<file path="config.mk">
export PLATFORM = sky130hd
export DESIGN_NAME = gshare_predictor
export DESIGN_NICKNAME = d
export VERILOG_FILES = /design/src/rtl/gshare_predictor.sv
export SDC_FILE = /design/constraint.sdc
export NUM_CORES = 1
export LEC_CHECK = 0
export ABC_AREA = 1
export ABC_CLOCK_PERIOD_IN_PS = 3800
export CAP_MARGIN = 20
export CORE_MARGIN = 2
export CORE_UTILIZATION = 56
export CTS_CLUSTER_SIZE = 30
export DETAILED_ROUTE_END_ITERATION = 10
export PLACE_DENSITY = 0.82
export SLEW_MARGIN = 25
export SYNTH_ARGS = -nofsm -noshare
export SYNTH_HDL_FRONTEND = slang
export SYNTH_SLANG_ARGS = --single-unit
</file>
<file path="constraint.sdc">
create_clock -name clk -period 3.8 [get_ports clk]
set_clock_uncertainty 0.05 [all_clocks]
set_input_delay 0.38 -clock clk [delete_from_list [all_inputs] [get_ports clk]]
set_output_delay 0.38 -clock clk [all_outputs]
set_load 0.05 [all_outputs]
</file>
<file path="src/rtl/gshare_predictor.sv">
// gshare_predictor: fetch-stage direction predictor.
// A table of saturating counters is indexed by PC XOR global history
// (or by PC alone when HASH_EN=0). Prediction is combinational, training is
// a single-cycle read-modify-write, and the GHR is shifted speculatively at
// prediction time and repaired from the ID-stage snapshot on a mispredict.
// After reset a sweep FSM writes the weakly-not-taken value into every entry,
// so the table needs no reset network and no initial block.
//
// Legal parameter ranges: 1 <= GHR_WIDTH <= INDEX_WIDTH, 1 <= CTR_WIDTH <= 4,
// INDEX_WIDTH <= 29 so that the index field fits inside a 32-bit PC.

module gshare_predictor #(
  parameter int INDEX_WIDTH = 6,
  parameter int GHR_WIDTH   = 6,
  parameter int CTR_WIDTH   = 2,
  parameter bit HASH_EN     = 1'b1
) (
  input  logic                 clk,
  input  logic                 rst,
  output logic                 init_done,
  // IF-stage prediction interface
  input  logic [31:0]          pc_f,
  input  logic                 predict_fire,
  output logic                 bht_taken,
  output logic [GHR_WIDTH-1:0] pred_ghr,
  // ID-stage resolution interface
  input  logic [31:0]          pc_d,
  input  logic                 cflow_valid,
  input  logic                 cflow_taken,
  input  logic [GHR_WIDTH-1:0] cflow_ghr,
  input  logic                 mispredict
);

  localparam int TABLE_ENTRIES = 2 ** INDEX_WIDTH;

  // Weakly-not-taken: one below the taken threshold (0 for 1-bit counters).
  localparam logic [CTR_WIDTH-1:0] CTR_WNT  = CTR_WIDTH'((1 << (CTR_WIDTH - 1)) - 1);
  localparam logic [CTR_WIDTH-1:0] CTR_MAX  = '1;
  localparam logic [CTR_WIDTH-1:0] CTR_MIN  = '0;
  localparam logic [INDEX_WIDTH-1:0] LAST_IDX = '1;

  typedef enum logic {
    ST_INIT,
    ST_RUN
  } state_t;

  state_t                 state;
  state_t                 state_next;
  logic [INDEX_WIDTH-1:0] init_idx;
  logic [INDEX_WIDTH-1:0] init_idx_next;
  logic [GHR_WIDTH-1:0]   ghr;
  logic [GHR_WIDTH-1:0]   ghr_next;

  // Counter storage: asynchronous read, single synchronous write port.
  logic [CTR_WIDTH-1:0]   ctr_table [TABLE_ENTRIES];

  logic                   running;
  logic [INDEX_WIDTH-1:0] pred_hash;
  logic [INDEX_WIDTH-1:0] pred_idx;
  logic [CTR_WIDTH-1:0]   pred_ctr;
  logic [INDEX_WIDTH-1:0] upd_hash;
  logic [INDEX_WIDTH-1:0] upd_idx;
  logic [CTR_WIDTH-1:0]   upd_ctr;
  logic [CTR_WIDTH-1:0]   trained_ctr;

  logic                   train_en;
  logic                   repair_en;
  logic                   shift_en;
  logic [GHR_WIDTH:0]     repair_cat;
  logic [GHR_WIDTH:0]     spec_cat;

  logic                   tbl_we;
  logic [INDEX_WIDTH-1:0] tbl_waddr;
  logic [CTR_WIDTH-1:0]   tbl_wdata;

  assign running   = (state == ST_RUN);
  assign init_done = running;

  // History only perturbs the index in gshare mode; it is still tracked in
  // bimodal mode so pred_ghr stays meaningful to the pipeline.
  assign pred_hash = HASH_EN ? INDEX_WIDTH'(ghr)       : '0;
  assign upd_hash  = HASH_EN ? INDEX_WIDTH'(cflow_ghr) : '0;
  assign pred_idx  = pc_f[2 +: INDEX_WIDTH] ^ pred_hash;
  assign upd_idx   = pc_d[2 +: INDEX_WIDTH] ^ upd_hash;

  assign pred_ctr  = ctr_table[pred_idx];
  assign upd_ctr   = ctr_table[upd_idx];

  // Outputs are forced quiet until the sweep has filled the table.
  assign bht_taken = running & pred_ctr[CTR_WIDTH-1];
  assign pred_ghr  = running ? ghr : '0;

  // Qualify all pipeline requests with RUN so the sweep cannot be disturbed.
  assign train_en  = running & cflow_valid;
  assign repair_en = train_en & mispredict;
  assign shift_en  = running & predict_fire & ~repair_en;

  // Shift-in concatenations; the dropped MSB also makes GHR_WIDTH=1 work.
  assign repair_cat = {cflow_ghr, cflow_taken};
  assign spec_cat   = {ghr, bht_taken};

  // Saturating increment/decrement of the counter being resolved.
  always_comb begin
    trained_ctr = upd_ctr;
    if (cflow_taken) begin
      if (upd_ctr != CTR_MAX) trained_ctr = upd_ctr + CTR_WIDTH'(1);
    end else begin
      if (upd_ctr != CTR_MIN) trained_ctr = upd_ctr - CTR_WIDTH'(1);
    end
  end

  // Single write port shared by the init sweep and ID-stage training.
  always_comb begin
    tbl_we    = 1'b0;
    tbl_waddr = '0;
    tbl_wdata = '0;
    if (state == ST_INIT) begin
      tbl_we    = 1'b1;
      tbl_waddr = init_idx;
      tbl_wdata = CTR_WNT;
    end else if (train_en) begin
      tbl_we    = 1'b1;
      tbl_waddr = upd_idx;
      tbl_wdata = trained_ctr;
    end
  end

  // Table write; contents are not reset, the sweep rewrites them instead.
  always_ff @(posedge clk) begin
    if (tbl_we) ctr_table[tbl_waddr] <= tbl_wdata;
  end

  // Sweep sequencing: walk every index once, then stay in RUN.
  always_comb begin
    state_next    = state;
    init_idx_next = init_idx;
    case (state)
      ST_INIT: begin
        init_idx_next = init_idx + INDEX_WIDTH'(1);
        if (init_idx == LAST_IDX) state_next = ST_RUN;
      end
      ST_RUN: begin
        state_next = ST_RUN;
      end
      default: begin
        state_next    = ST_INIT;
        init_idx_next = '0;
      end
    endcase
  end

  // History next value: repair beats the speculative shift, which is flushed.
  always_comb begin
    ghr_next = ghr;
    if (repair_en) begin
      ghr_next = repair_cat[GHR_WIDTH-1:0];
    end else if (shift_en) begin
      ghr_next = spec_cat[GHR_WIDTH-1:0];
    end
  end

  // Control state with asynchronous reset back to the start of the sweep.
  always_ff @(posedge clk or posedge rst) begin
    if (rst) begin
      state    <= ST_INIT;
      init_idx <= '0;
      ghr      <= '0;
    end else begin
      state    <= state_next;
      init_idx <= init_idx_next;
      ghr      <= ghr_next;
    end
  end

  // PC bits outside the index field and the shifted-out history bits.
  logic unused_bits;
  assign unused_bits = ^{pc_f[31:2+INDEX_WIDTH], pc_f[1:0],
                         pc_d[31:2+INDEX_WIDTH], pc_d[1:0],
                         repair_cat[GHR_WIDTH], spec_cat[GHR_WIDTH]};

endmodule

</file>
==> results_dict.tcl <==
set metrics [dict create \
    status "finished, final reports clean" \
    numClockSinks 141 \
    worstPathRequired_ns 3.37 \
    fin_total_pwr_mw 3.858 \
    finalHoldViolCount 0 \
    pwr_density_cell_nw_per_um2 466.1 \
    worst_endpoint_data_arrival_time_ns 3.01 \
    drtPass1Iterations 8 \
    synth.lib_cells_used.distinct 35 \
    floorplan.die_area_sq_um 13570 \
    diode_insertion_count_for_antenna_repair 0 \
    finalCriticalPeriod_ns 3.439 \
    clkLatencyLatePin_ns 0.43 \
    netlist.area_leader.share_pct 54.23 \
    ant_nets 0 \
    tns_setup_ns 0 \
    dpl.cell_count 935 \
    period_share_pct 90.50 \
    netlist_instances 749 \
    ys_ff_latch 141 \
    first_global_vias 5723 \
    design.final.nets 859 \
    buffer_ports.inserted 31 \
    report.final.setup_viol 0 \
    grt_setup_unrepaired "false" \
    vias_cell 6.103 \
    leakagePower_nw 3.203 \
    cts.reportedPaths.clkPinSlew_ns 0.06 \
    postSynthAreaPerCell_sq_um 9.463 \
    clock.fmax_mhz 290.8 \
    nFillCells 909 \
    grt_pass1_wl_um 29380 \
    worstSetupPathType "reg2out" \
    critical_path.max_fanout 17 \
    synth_nets 826 \
    grt_antenna_before_repair 0 \
    report.final.slew_viol_count 0 \
    clock_path_buffers 2 \
    hpwlAfterDp_um 11760 \
    yosys_warnings 0 \
    area.growth.synth_to_final_pct 16.79 \
    post_layout_nonfiller_instances 967 \
    power.ir.vdd_worst_mv 0.4828 \
    largest_cells_by_area_after_synthesis "sky130_fd_sc_hd__edfxtp_1, sky130_fd_sc_hd__nand3_1, sky130_fd_sc_hd__nand2_1" \
    synthDominantAreaCellType "sky130_fd_sc_hd__edfxtp_1" \
    synth_area_sq_um 7088 \
    type_of_element_capturing_the_critical_path "output port" \
    area_taken_by_multi_input_logic_gates_sq_um 2542 \
    grt_start_max_net_pins 66 \
    fp.dieH_um 116.5 \
    globalplace.congestion 0.9615 \
    top_level_ports 84 \
    cts_inserted_buffers 17 \
    dieWidth_um 116.5 \
    seq_area_frac_synth_pct 58.82 \
    cts_max_level 4 \
    cts_resized 0 \
    core.rowCount 41 \
    wl_um 19210 \
    clock_tree_from_tritoncts "built" \
    layout.core_utilization_pct 66.41 \
    drv_cap 0 \
    wire_per_inst_um 19.87 \
    ff_latch_area_sq_um 4169 \
    overflow 0 \
    grt_util_all_layers_pct 29.82 \
    core_area_sq_um 12470 \
    vias 5902 \
    timing.max_slew.rel_slack_pct 51.33 \
    detail_route.iter0.violations 705 \
    hold_path_class "in2async" \
    tightest_slew_ns 0.7279 \
    detail_route.drc_violations 0 \
    cts_post_setup_buffers_inserted 0 \
    ctsHoldBuffers 0 \
    startpoint_type "flip-flop" \
    cts_root_buf "sky130_fd_sc_hd__clkbuf_16" \
    layout-drive-gt1-share_pct 8.176 \
    initial_utilization_pct 56.86 \
]
cell type report:
| cell class | instances | share of cell area, % |
|---|---|---|
| Inverter | 58 | 2.630 |
| Tap cell | 172 | 2.600 |
| Clock inverter | 14 | 2.615 |
| Multi-Input combinational cell | 519 | 30.71 |
| Sequential cell | 141 | 50.36 |
| Clock buffer | 18 | 5.184 |
| Timing Repair Buffer | 45 | 5.895 |
metrics by stage:
| step | hold WS, ns | area, sq um | worst slack [ns] |
|---|---|---|---|
| 6_report | 0.2524 | 8278 | 0.3608 |
| 5_1_grt | 0.2891 | 8278 | 0.3151 |
| 3_5_place_dp | 0.4412 | 7621 | 0.1288 |
| 2_1_floorplan | 0.2070 | 7088 | 0.004428 |
| 3_3_place_gp | 0.4324 | 7621 | 0.1930 |
| 4_1_cts | 0.2449 | 8267 | 0.03970 |
final timing paths:
kind,from,end,slack (ns),depth (start not counted)
setup / recovery,ghr[1],bht_taken,0.36,10
hold / removal,rst,init_idx[4],0.25,2
setup reg to reg,init_done,ctr_table[39][1],1.01,4
hold reg to reg,init_idx[4],init_idx[4],0.46,1
max in group asynchronous,rst,ghr[1],3.07,2
min in group clk,init_idx[4],init_idx[4],0.46,1
sequential cells by signal, summed over array words and instances, names as in the netlist:
signal     cells
ctr_table    128
ghr            6
init_idx       6
init_done      1
worst max-delay path: stages, from the launching register on:
cell                       delay (ns)
sky130_fd_sc_hd__dfrtp_1         0.47
sky130_fd_sc_hd__xnor2_4         0.62
sky130_fd_sc_hd__inv_2           0.37
sky130_fd_sc_hd__o211ai_1        0.20
sky130_fd_sc_hd__nand3_1         0.10
sky130_fd_sc_hd__nand3_1         0.12
sky130_fd_sc_hd__nand3_1         0.11
sky130_fd_sc_hd__nand3b_1        0.11
sky130_fd_sc_hd__nand2_1         0.10
sky130_fd_sc_hd__nor2_2          0.19
sky130_fd_sc_hd__buf_12          0.17
metal layers:
layer / vias up / routed length, um / track usage (%)
li1: 2641 / - / -
met1: 2778 / 6923 / 38.15
met2: 396 / 9288 / 47.52
met3: 87 / 2179 / 7.473
met4: 0 / 818 / 15.24
met5: - / 0 / 0
cells in the mapped netlist (all sizes together):
| master | instances |
|---|---|
| nand2 | 211 |
| nand3 | 164 |
| edfxtp | 128 |
| nor2 | 73 |
| inv | 57 |
| o211ai | 36 |
| buf | 30 |
| dfrtp | 13 |
| xnor2 | 11 |
| o22ai | 6 |
| o21ai | 5 |
| xor2 | 5 |
| a21oi | 1 |
| clkbuf | 1 |
| clkinv | 1 |
| ha | 1 |
| nand3b | 1 |
| nor3 | 1 |
| nor4 | 1 |
| o21a | 1 |
| o221ai | 1 |
| o31ai | 1 |
placed cells by master (no fill, tap or decap), types with 2 or more instances in the layout:
| master | Yosys | final |
|---|---|---|
| sky130_fd_sc_hd__buf_4 | 5 | 9 |
| sky130_fd_sc_hd__o21ai_0 | 2 | 2 |
| sky130_fd_sc_hd__buf_12 | 0 | 6 |
| sky130_fd_sc_hd__nand2_2 | 2 | 3 |
| sky130_fd_sc_hd__xnor2_4 | 1 | 2 |
| sky130_fd_sc_hd__dfrtp_1 | 13 | 13 |
| sky130_fd_sc_hd__xor2_1 | 4 | 4 |
| sky130_fd_sc_hd__edfxtp_1 | 128 | 128 |
| sky130_fd_sc_hd__o211ai_2 | 3 | 3 |
| sky130_fd_sc_hd__clkbuf_16 | 0 | 17 |
| sky130_fd_sc_hd__bufinv_16 | 0 | 5 |
| sky130_fd_sc_hd__nor2_1 | 72 | 72 |
| sky130_fd_sc_hd__xnor2_2 | 3 | 2 |
| sky130_fd_sc_hd__nand3_1 | 164 | 164 |
| sky130_fd_sc_hd__inv_6 | 0 | 2 |
| sky130_fd_sc_hd__inv_1 | 54 | 54 |
| sky130_fd_sc_hd__clkdlybuf4s50_1 | 0 | 30 |
| sky130_fd_sc_hd__clkinv_1 | 1 | 2 |
| sky130_fd_sc_hd__nand2_1 | 208 | 207 |
| sky130_fd_sc_hd__clkinvlp_4 | 0 | 3 |
| sky130_fd_sc_hd__o21ai_1 | 3 | 3 |
| sky130_fd_sc_hd__clkinv_4 | 0 | 2 |
| sky130_fd_sc_hd__o22ai_2 | 3 | 3 |
| sky130_fd_sc_hd__inv_2 | 3 | 3 |
| sky130_fd_sc_hd__xnor2_1 | 7 | 7 |
| sky130_fd_sc_hd__o22ai_1 | 3 | 3 |
| sky130_fd_sc_hd__o211ai_1 | 33 | 33 |
cell families (layout without fill, tap and decap cells):
family | count (synthesis) | count (layout) | synth area share, %
DFF | 141 | 141 | 58.82
and+or+nand+nor | 451 | 451 | 27.10
adders and majority gates | 1 | 1 | 0.1765
buffers and inverters | 89 | 135 | 5.666
xor gates and xnor gates | 16 | 16 | 2.666
AOI/OAI and AO/OA | 51 | 51 | 5.578
where the power goes:
part | switching (mW) | total [mW] | internal [mW]
clock | 0.643 | 1.81 | 1.17
combinational | 0.247 | 0.382 | 0.135
sequential | 0 | 1.67 | 1.67
total | 0.891 | 3.86 | 2.97
(Power assumes the default switching activity.)
